[src/rtl/i2s_tx.sv]
`default_nettype none
// ============================================================================
//  Module   : i2s_tx
//  Purpose  : Stereo I2S transmitter. Accepts signed left/right sample pairs
//             and serializes them MSB-first onto an I2S link toward a DAC.
//             BCLK and LRCLK are derived from the system clock. A one-cycle
//             frame-start strobe paces the upstream sample producer.
//
//  Ports    : i_clk       system clock; all logic runs on its rising edge
//             i_rst_n     asynchronous active-low reset
//             i_en        run enable; low holds the block in its start state
//             i_valid     strobe: i_left/i_right carry a new sample pair
//             i_left      left sample (two's complement)
//             i_right     right sample (two's complement)
//             o_samp_req  one-cycle pulse at each frame start
//             o_bclk      I2S bit clock
//             o_lrclk     word select (0 = left slot, 1 = right slot)
//             o_sdata     serial data, MSB first, zero padded to slot width
//             o_underrun  pulse: frame started with no new pair available
//             o_overrun   pulse: new pair arrived over an unconsumed one
//
//  Revision : 1.0  initial release
// ============================================================================
module i2s_tx #(
    parameter int SAMP_WIDTH = 24,
    parameter int SLOT_WIDTH = 32,
    parameter int BCLK_DIV   = 4
) (
    input  logic                  i_clk,
    input  logic                  i_rst_n,
    input  logic                  i_en,
    input  logic                  i_valid,
    input  logic [SAMP_WIDTH-1:0] i_left,
    input  logic [SAMP_WIDTH-1:0] i_right,
    output logic                  o_samp_req,
    output logic                  o_bclk,
    output logic                  o_lrclk,
    output logic                  o_sdata,
    output logic                  o_underrun,
    output logic                  o_overrun
);

    // ------------------------------------------------------------------------
    // Constants
    // ------------------------------------------------------------------------
    localparam int c_div_w = (BCLK_DIV > 1) ? $clog2(BCLK_DIV) : 1;
    localparam int c_bit_w = $clog2(2 * SLOT_WIDTH);

    localparam logic [c_div_w-1:0] c_div_last = c_div_w'(BCLK_DIV - 1);
    localparam logic [c_div_w-1:0] c_div_half = c_div_w'(BCLK_DIV / 2 - 1);
    localparam logic [c_bit_w-1:0] c_bit_last = c_bit_w'(2 * SLOT_WIDTH - 1);
    localparam logic [c_bit_w-1:0] c_slot     = c_bit_w'(SLOT_WIDTH);
    localparam logic [c_bit_w-1:0] c_lr_rise  = c_bit_w'(SLOT_WIDTH - 1);

    // ------------------------------------------------------------------------
    // State
    // ------------------------------------------------------------------------
    logic [c_div_w-1:0]    r_div_cnt;
    logic [c_bit_w-1:0]    r_bit_cnt;
    logic [SAMP_WIDTH-1:0] r_pend_l;
    logic [SAMP_WIDTH-1:0] r_pend_r;
    logic                  r_fresh;
    logic [SAMP_WIDTH-1:0] r_sh_l;
    logic [SAMP_WIDTH-1:0] r_sh_r;
    logic                  r_bclk;
    logic                  r_lrclk;
    logic                  r_sdata;
    logic                  r_samp_req;
    logic                  r_underrun;
    logic                  r_overrun;

    // ------------------------------------------------------------------------
    // Timing decode
    // ------------------------------------------------------------------------
    logic                  w_tick;
    logic                  w_bclk_rise;
    logic                  w_frame_start;
    logic [c_bit_w-1:0]    w_bit_nxt;

    // A tick is the last system cycle of a BCLK period; everything that
    // moves on the serial link changes on it, coincident with BCLK falling.
    assign w_tick        = (r_div_cnt == c_div_last);
    assign w_bclk_rise   = (r_div_cnt == c_div_half);
    assign w_bit_nxt     = (r_bit_cnt == c_bit_last) ? '0 : r_bit_cnt + 1'b1;
    assign w_frame_start = w_tick && (r_bit_cnt == c_bit_last);

    // ------------------------------------------------------------------------
    // Divider, bit counter and BCLK
    // ------------------------------------------------------------------------
    always_ff @(posedge i_clk or negedge i_rst_n) begin
        if (!i_rst_n) begin
            r_div_cnt <= '0;
            r_bit_cnt <= c_bit_last;
            r_bclk    <= 1'b0;
        end else if (!i_en) begin
            r_div_cnt <= '0;
            r_bit_cnt <= c_bit_last;
            r_bclk    <= 1'b0;
        end else begin
            if (w_tick) begin
                r_div_cnt <= '0;
                r_bit_cnt <= w_bit_nxt;
                r_bclk    <= 1'b0;
            end else begin
                r_div_cnt <= r_div_cnt + 1'b1;
                if (w_bclk_rise) begin
                    r_bclk <= 1'b1;
                end
            end
        end
    end

    // ------------------------------------------------------------------------
    // Pending pair buffer and status strobes
    // ------------------------------------------------------------------------
    // Only the frame-start tick consumes the pending pair. A strobe landing on
    // that same edge is therefore not an overrun: the old pair is taken into
    // the shift registers while the new one refills pending for next frame.
    always_ff @(posedge i_clk or negedge i_rst_n) begin
        if (!i_rst_n) begin
            r_pend_l   <= '0;
            r_pend_r   <= '0;
            r_fresh    <= 1'b0;
            r_samp_req <= 1'b0;
            r_underrun <= 1'b0;
            r_overrun  <= 1'b0;
        end else if (!i_en) begin
            // Pending data survives a disable so it can be replayed later.
            r_fresh    <= 1'b0;
            r_samp_req <= 1'b0;
            r_underrun <= 1'b0;
            r_overrun  <= 1'b0;
        end else begin
            r_samp_req <= w_frame_start;
            r_underrun <= w_frame_start && !r_fresh;
            r_overrun  <= i_valid && r_fresh && !w_frame_start;

            if (i_valid) begin
                r_pend_l <= i_left;
                r_pend_r <= i_right;
            end

            if (w_frame_start) begin
                r_fresh <= i_valid;
            end else if (i_valid) begin
                r_fresh <= 1'b1;
            end
        end
    end

    // ------------------------------------------------------------------------
    // Serializer and word select
    // ------------------------------------------------------------------------
    // Each slot shifts its own register left, zero filling, so bits past the
    // sample width come out as the required zero padding with no extra test.
    // The left MSB is driven straight from pending on the frame-start tick,
    // hence the left register is loaded already advanced by one bit.
    always_ff @(posedge i_clk or negedge i_rst_n) begin
        if (!i_rst_n) begin
            r_sh_l  <= '0;
            r_sh_r  <= '0;
            r_sdata <= 1'b0;
            r_lrclk <= 1'b0;
        end else if (!i_en) begin
            r_sh_l  <= '0;
            r_sh_r  <= '0;
            r_sdata <= 1'b0;
            r_lrclk <= 1'b0;
        end else if (w_tick) begin
            if (w_frame_start) begin
                r_sh_l  <= r_pend_l << 1;
                r_sh_r  <= r_pend_r;
                r_sdata <= r_pend_l[SAMP_WIDTH-1];
            end else if (w_bit_nxt < c_slot) begin
                r_sh_l  <= r_sh_l << 1;
                r_sdata <= r_sh_l[SAMP_WIDTH-1];
            end else begin
                r_sh_r  <= r_sh_r << 1;
                r_sdata <= r_sh_r[SAMP_WIDTH-1];
            end

            // LRCLK leads the slot data by one BCLK.
            if (w_bit_nxt == c_lr_rise) begin
                r_lrclk <= 1'b1;
            end else if (w_bit_nxt == c_bit_last) begin
                r_lrclk <= 1'b0;
            end
        end
    end

    // ------------------------------------------------------------------------
    // Outputs (all registered)
    // ------------------------------------------------------------------------
    assign o_samp_req = r_samp_req;
    assign o_bclk     = r_bclk;
    assign o_lrclk    = r_lrclk;
    assign o_sdata    = r_sdata;
    assign o_underrun = r_underrun;
    assign o_overrun  = r_overrun;

endmodule
`default_nettype wire

[config.mk]
export PLATFORM = sky130hd
export DESIGN_NAME = i2s_tx
export DESIGN_NICKNAME = d
export VERILOG_FILES = /design/src/rtl/i2s_tx.sv
export SDC_FILE = /design/constraint.sdc
export NUM_CORES = 1
export LEC_CHECK = 0
export BUFFER_PORTS_ARGS = -buffer_cell sky130_fd_sc_hd__buf_2
export CAP_MARGIN = 20
export CORE_ASPECT_RATIO = 0.5
export CORE_MARGIN = 2
export CORE_UTILIZATION = 55
export CTS_CLUSTER_DIAMETER = 50
export DETAILED_ROUTE_END_ITERATION = 10
export PLACE_DENSITY = 0.76
export SLEW_MARGIN = 20
export SYNTH_ARGS = -nofsm -noshare
export SYNTH_HDL_FRONTEND = slang
export SYNTH_SLANG_ARGS = --single-unit
[constraint.sdc]
create_clock -name i_clk -period 5.9 [get_ports i_clk]
set_input_delay 0.885 -clock i_clk [delete_from_list [all_inputs] [get_ports i_clk]]
set_output_delay 0.885 -clock i_clk [all_outputs]
set_load 0.005 [all_outputs]
=== Yosys cells after proc, flatten, opt, wreduce, memory -nomap -nowiden ===
Index checks and enable logic that the tools add are counted.

* Memories kept: 0
* Bits in writable memories: 0
* Bits in latches: 0
* Bits in read-only memories: 0
* Input bits: 52
* Bits in registers: 111

* $lt $le $gt $ge: 1
* Divide/modulo/power cells: 0
* Bitwise gates (word level): 0
* Muxes and demuxes: 30
* Eq/ne operators: 11
* Shift-type cells: 0
* Multiply operators: 0
* Add/sub/neg operators: 2
* Reductions and logical operators: 10

{| class="wikitable"
|+ Operators by type and width
! kind !! number
|-
| 2-to-1 mux 24 bit || 8
|-
| 2-to-1 mux 6 bit || 3
|-
| 2-to-1 mux 1 bit || 17
|-
| equality test 6 bit, second input constant || 2
|-
| inequality test 3 x 1 -> 1 bit, second input constant || 4
|-
| AND reduction 2 bit || 4
|-
| adder 6 x 1 -> 6 bit, second input constant || 1
|-
| equality test 6 x 5 -> 1 bit, second input constant || 1
|-
| less-than comparator 6 bit, second input constant || 1
|-
| logical AND 1 bit || 4
|-
| 2-to-1 mux 2 bit || 2
|-
| inequality test 3 bit, second input constant || 1
|-
| adder 2 x 1 -> 2 bit, second input constant || 1
|-
| equality test 2 x 1 -> 1 bit, second input constant || 1
|-
| equality test 2 bit, second input constant || 1
|-
| zero test 1 bit || 2
|-
| inequality test 2 x 1 -> 1 bit, second input constant || 1
|}

=== Longest topological paths before layout ===
* Depth after elaboration: 7
* Gate-level depth with buffers: 7

=== Worst setup path after synthesis ===
Ideal clock, no wire load.

* Path type: in2reg
* Start point: input port i_valid
* End point: register r_pend_l[12]
* Path slack: 3,739 ps
* Cell stages on the path: 4
* Arrival time: 2,036 ps
* Path buffers: 2
* Cell sequence: nand2_1 clkbuf_1 clkbuf_1 mux2_2

* Cells in the longest elaborated chain, start to end: 1

{| class="wikitable"
|+ Ends and longest elaborated chain
! item !! line !! RTL
|-
| start, declared || 32 || <nowiki>input logic i_valid,</nowiki>
|-
| AND reduction 2 bit (no source line) || -- ||
|-
| end signal, assigned || 139 || <nowiki>r_pend_l <= i_left;</nowiki>
|-
| end, declared || 60 || <nowiki>logic [SAMP_WIDTH-1:0] r_pend_l;</nowiki>
|}

Every way passes these cells.
A chain may end at the register's enable or synchronous reset.

=== Worst setup path after layout ===
* Start point: register r_div_cnt[0]
* End point: register r_sh_r[10]

* Cells in the longest elaborated chain, start to end: 5
* Elaborated cells on any way between the ends: 8

{| class="wikitable"
|+ Ends and longest elaborated chain
! item !! line !! RTL
|-
| start, declared || 58 || <nowiki>logic [c_div_w-1:0] r_div_cnt;</nowiki>
|-
| start signal, assigned || 105 || <nowiki>r_div_cnt <= r_div_cnt + 1'b1;</nowiki>
|-
| equality test 2 bit * || 82 || <nowiki>assign w_tick = (r_div_cnt == c_div_last);</nowiki>
|-
| logical AND 1 bit || 85 || <nowiki>assign w_frame_start = w_tick && (r_bit_cnt == c_bit_last);</nowiki>
|-
| 2-to-1 mux 24 bit || 170 || <nowiki>if (w_frame_start) begin</nowiki>
|-
| 2-to-1 mux 24 bit || 169 || <nowiki>end else if (w_tick) begin</nowiki>
|-
| 2-to-1 mux 24 bit || 164 || <nowiki>end else if (!i_en) begin</nowiki>
|-
| end signal, assigned || 172 || <nowiki>r_sh_r <= r_pend_r;</nowiki>
|-
| end signal, assigned || 178 || <nowiki>r_sh_r <= r_sh_r << 1;</nowiki>
|-
| end, declared || 64 || <nowiki>logic [SAMP_WIDTH-1:0] r_sh_r;</nowiki>
|}

Every way passes the cells marked *; elsewhere a longest branch is shown, timed or not. The select of a mux whose other input is x is not followed.

==> flow_metrics.env <==
export IMPL_drive_above_1_share=0.300
export IMPL_status="complete, no violations"
export IMPL_synth_area_per_cell_um2=11.0
export IMPL_place_port_buffers=57
export IMPL_synth_area_leaders="dfrtp_1, mux2_2, nand2_1"
export IMPL_root_buffer="clkbuf_16"
export IMPL_post_cts_setup_buffers=0
export IMPL_die_area_um2=10400
export IMPL_rows=25
export IMPL_vias_per_cell=5.65
export IMPL_timing_fmax_mhz=345
export IMPL_synth_edf_count=0
export IMPL_fin_crit_sh=0.491
export IMPL_cts_buffers=9
export IMPL_hold_violations=0
export IMPL_finalSetupViolations=0
export IMPL_grt_pass1_vias=3607
export IMPL_leakage_uw=0.00267
export IMPL_syn_area_um2=5240
export IMPL_p_per_area_nw_per_um2=282
export IMPL_p_total_uw=1650
export IMPL_r2r_slack_ns=3.01
export IMPL_maxCapViolations=0
export IMPL_rsz0062_at_grt="false"
export IMPL_clock_path_buffers=2
export IMPL_worstRegToRegCells=6
export IMPL_synth_main_ff_cell="dfrtp_1"
export IMPL_cts_sinks=110
export IMPL_crit_type="flop to flop"
export IMPL_whs_ns=0.465
export IMPL_max_slew_worst_pin_slew_ns=0.943
export IMPL_whs_path_depth=1
export IMPL_fillers=779
export IMPL_drt_total_wl_um=9740
export IMPL_critical_path_buf_inv_count=1
export IMPL_htreeDepth=3
export IMPL_crit_slowest_cell="and2_1"
export IMPL_seq_area_frac_synth=0.526
export IMPL_core_um2=9350
export IMPL_synth_cell_types=35
export IMPL_drc=0
export IMPL_track_usage=0.208
export IMPL_clock_latency_ns=0.35
export IMPL_r2r_start="r_div_cnt[0]"
export IMPL_finalCriticalPeriod_ns=2.89
export IMPL_dpl_cell_area_um2=5580
export IMPL_ioPinCount=58
export IMPL_hpwl_um=5840
export IMPL_async_reset_ff_frac=1.00
export IMPL_vdd_drop_max_mv=0.136
export IMPL_yosys_warnings=0
export IMPL_synth_nets=531
export IMPL_synth_ff_latch_count=110
export IMPL_grt_overflow=0
export IMPL_setup_tns_ns=0
export IMPL_hp_class="flop to flop"
export IMPL_path_clk_slew_ns=0.07
export IMPL_skew_ns=0.00830
export IMPL_crit_path_end_kind="flop"
export IMPL_yosys_area_top_type="dfrtp_1"
export IMPL_final_max_slew_violation_count=0
export IMPL_post_synth_top_area_fraction=0.496
export IMPL_grt_pass1_wl_um=17000
export IMPL_cp_required_ns=6.15
export IMPL_critPathTopFamily="simple AND/OR/NAND/NOR gates"
export IMPL_antenna_cells=0
export IMPL_max_stage_delay_ns=0.81
export IMPL_drt_iter0_markers=218
export IMPL_cts_tree="done"
export IMPL_die_y_um=73.0
export IMPL_initial_utilization=0.561
export IMPL_critPathLaunch="r_div_cnt[0]"
export IMPL_post_drt_wl_per_cell_um=15.3
export IMPL_fin_area_um2=5860
export IMPL_syn_inst=475
export IMPL_hold_buffers=0
export IMPL_crit_cells=6
export IMPL_detailroute_via_count=3602
export IMPL_ant_nets=0
export IMPL_die_x_um=142
export IMPL_cp_max_fo=48
export IMPL_worstSetupStartpointType="flop"
export IMPL_path_cells="ha_1, and4_1, buf_4, and2_1, nand2_1, a311oi_2"
export IMPL_utilization=0.627
export IMPL_antenna_found_initial=0
export IMPL_slew_limit_headroom=0.371
export IMPL_grt_max_degree=62
export IMPL_fin_nets=568
export IMPL_syn2layout_area_growth_pct=11.8
export IMPL_cts_resized=0
export IMPL_gp_congestion=0.778
export IMPL_arrival_ns=3.15
export IMPL_firstDrtPassIters=4
export IMPL_holdCritStartpoint="r_fresh"
## cells in the final DEF (no fill, tap or decap), types with 4 or more instances in the layout
cell type  instances
dfrtp_1          104
nand2_1           77
buf_2             56
mux2_2            48
o21ai_0           31
a21oi_1           29
and3_1            24
a21boi_0          23
mux2i_1           23
a311oi_2          19
clkbuf_16          9
nor2_1             8
nand3_1            7
buf_4              7
dfstp_2            6
inv_1              4
and2_1             4
o211ai_1           4
a311oi_1           4
ha_1               4
## power breakdown
group          total, uW  leakage [uW]  switching [uW]  internal (uW)
logic                223       0.00113             122            101
clock network        570      0.000135             272            298
registers            861       0.00140            37.6            823
total               1650       0.00267             431           1220
## synth_stat cells (2+ instances only)
| cell type | number |
|---|---|
| dfstp_2 | 6 |
| buf_1 | 2 |
| a311oi_2 | 19 |
| mux2i_1 | 23 |
| ha_1 | 4 |
| inv_1 | 4 |
| a311oi_1 | 4 |
| nand3_1 | 7 |
| buf_6 | 3 |
| dfrtp_1 | 104 |
| a21boi_0 | 23 |
| nor2_1 | 8 |
| nor3_1 | 2 |
| nor2b_1 | 2 |
| o21ai_1 | 2 |
| mux2_2 | 48 |
| nand2_1 | 78 |
| o21ai_0 | 31 |
| and2_1 | 4 |
| and3_1 | 24 |
| clkbuf_1 | 29 |
| o211ai_1 | 4 |
| buf_2 | 4 |
| a21oi_1 | 29 |
## sequential cells by signal, summed over array words and instances (netlist names), 2 cells and up
register,flops
r_sh_l,23
r_pend_r,24
r_sh_r,24
r_pend_l,24
r_bit_cnt,6
r_div_cnt,2
## per-layer routing
metal / wire length, um / track usage
met1: 4730 / 0.278
met2: 4610 / 0.342
met3: 321 / 0.0518
met4: 77 / 0.0622
met5: 0 / 0
## through the flow
stage	cells	setup slack (ns)
6_report	638	3.01
5_1_grt	638	2.72
4_1_cts	638	3.02
3_5_place_dp	622	2.96
3_3_place_gp	621	2.69
2_1_floorplan	475	3.74
## worst register-to-register path, stage by stage (launching register included)
cell	delay, ns
dfrtp_1	0.38
ha_1	0.52
and4_1	0.26
buf_4	0.35
and2_1	0.83
nand2_1	0.20
a311oi_2	0.27
## final timing paths
path | to
max | r_sh_r[10]
min | o_underrun
max reg2reg | r_sh_r[10]
min reg2reg | o_underrun
max in group asynchronous | r_pend_l[17]
min in group asynchronous | r_pend_r[14]
## layout make-up
class	count	area (um2)	share of cell area
Inverter	5	18.8	0.00320
Tap cell	121	151	0.0258
Clock buffer	11	243	0.0414
Clock inverter	5	35.0	0.00598
Sequential cell	110	2760	0.471
Timing Repair Buffer	64	353	0.0602
Multi-Input combinational cell	322	2300	0.392
## logic make-up (layout without fill, tap and decap cells)
| kind of cell | after synthesis | after routing | synth area share |
|---|---|---|---|
| adder cells (fa/ha/maj) | 4 | 4 | 0.00955 |
| multiplexers | 71 | 71 | 0.147 |
| buffers and inverters | 43 | 85 | 0.0360 |
| AND/OR/NAND/NOR | 131 | 131 | 0.116 |
| flip-flops | 110 | 110 | 0.526 |
| XOR/XNOR | 1 | 1 | 0.00167 |
| AO/OA/AOI/OAI | 115 | 115 | 0.164 |
Note: power is estimated with default switching activity, not from simulation.
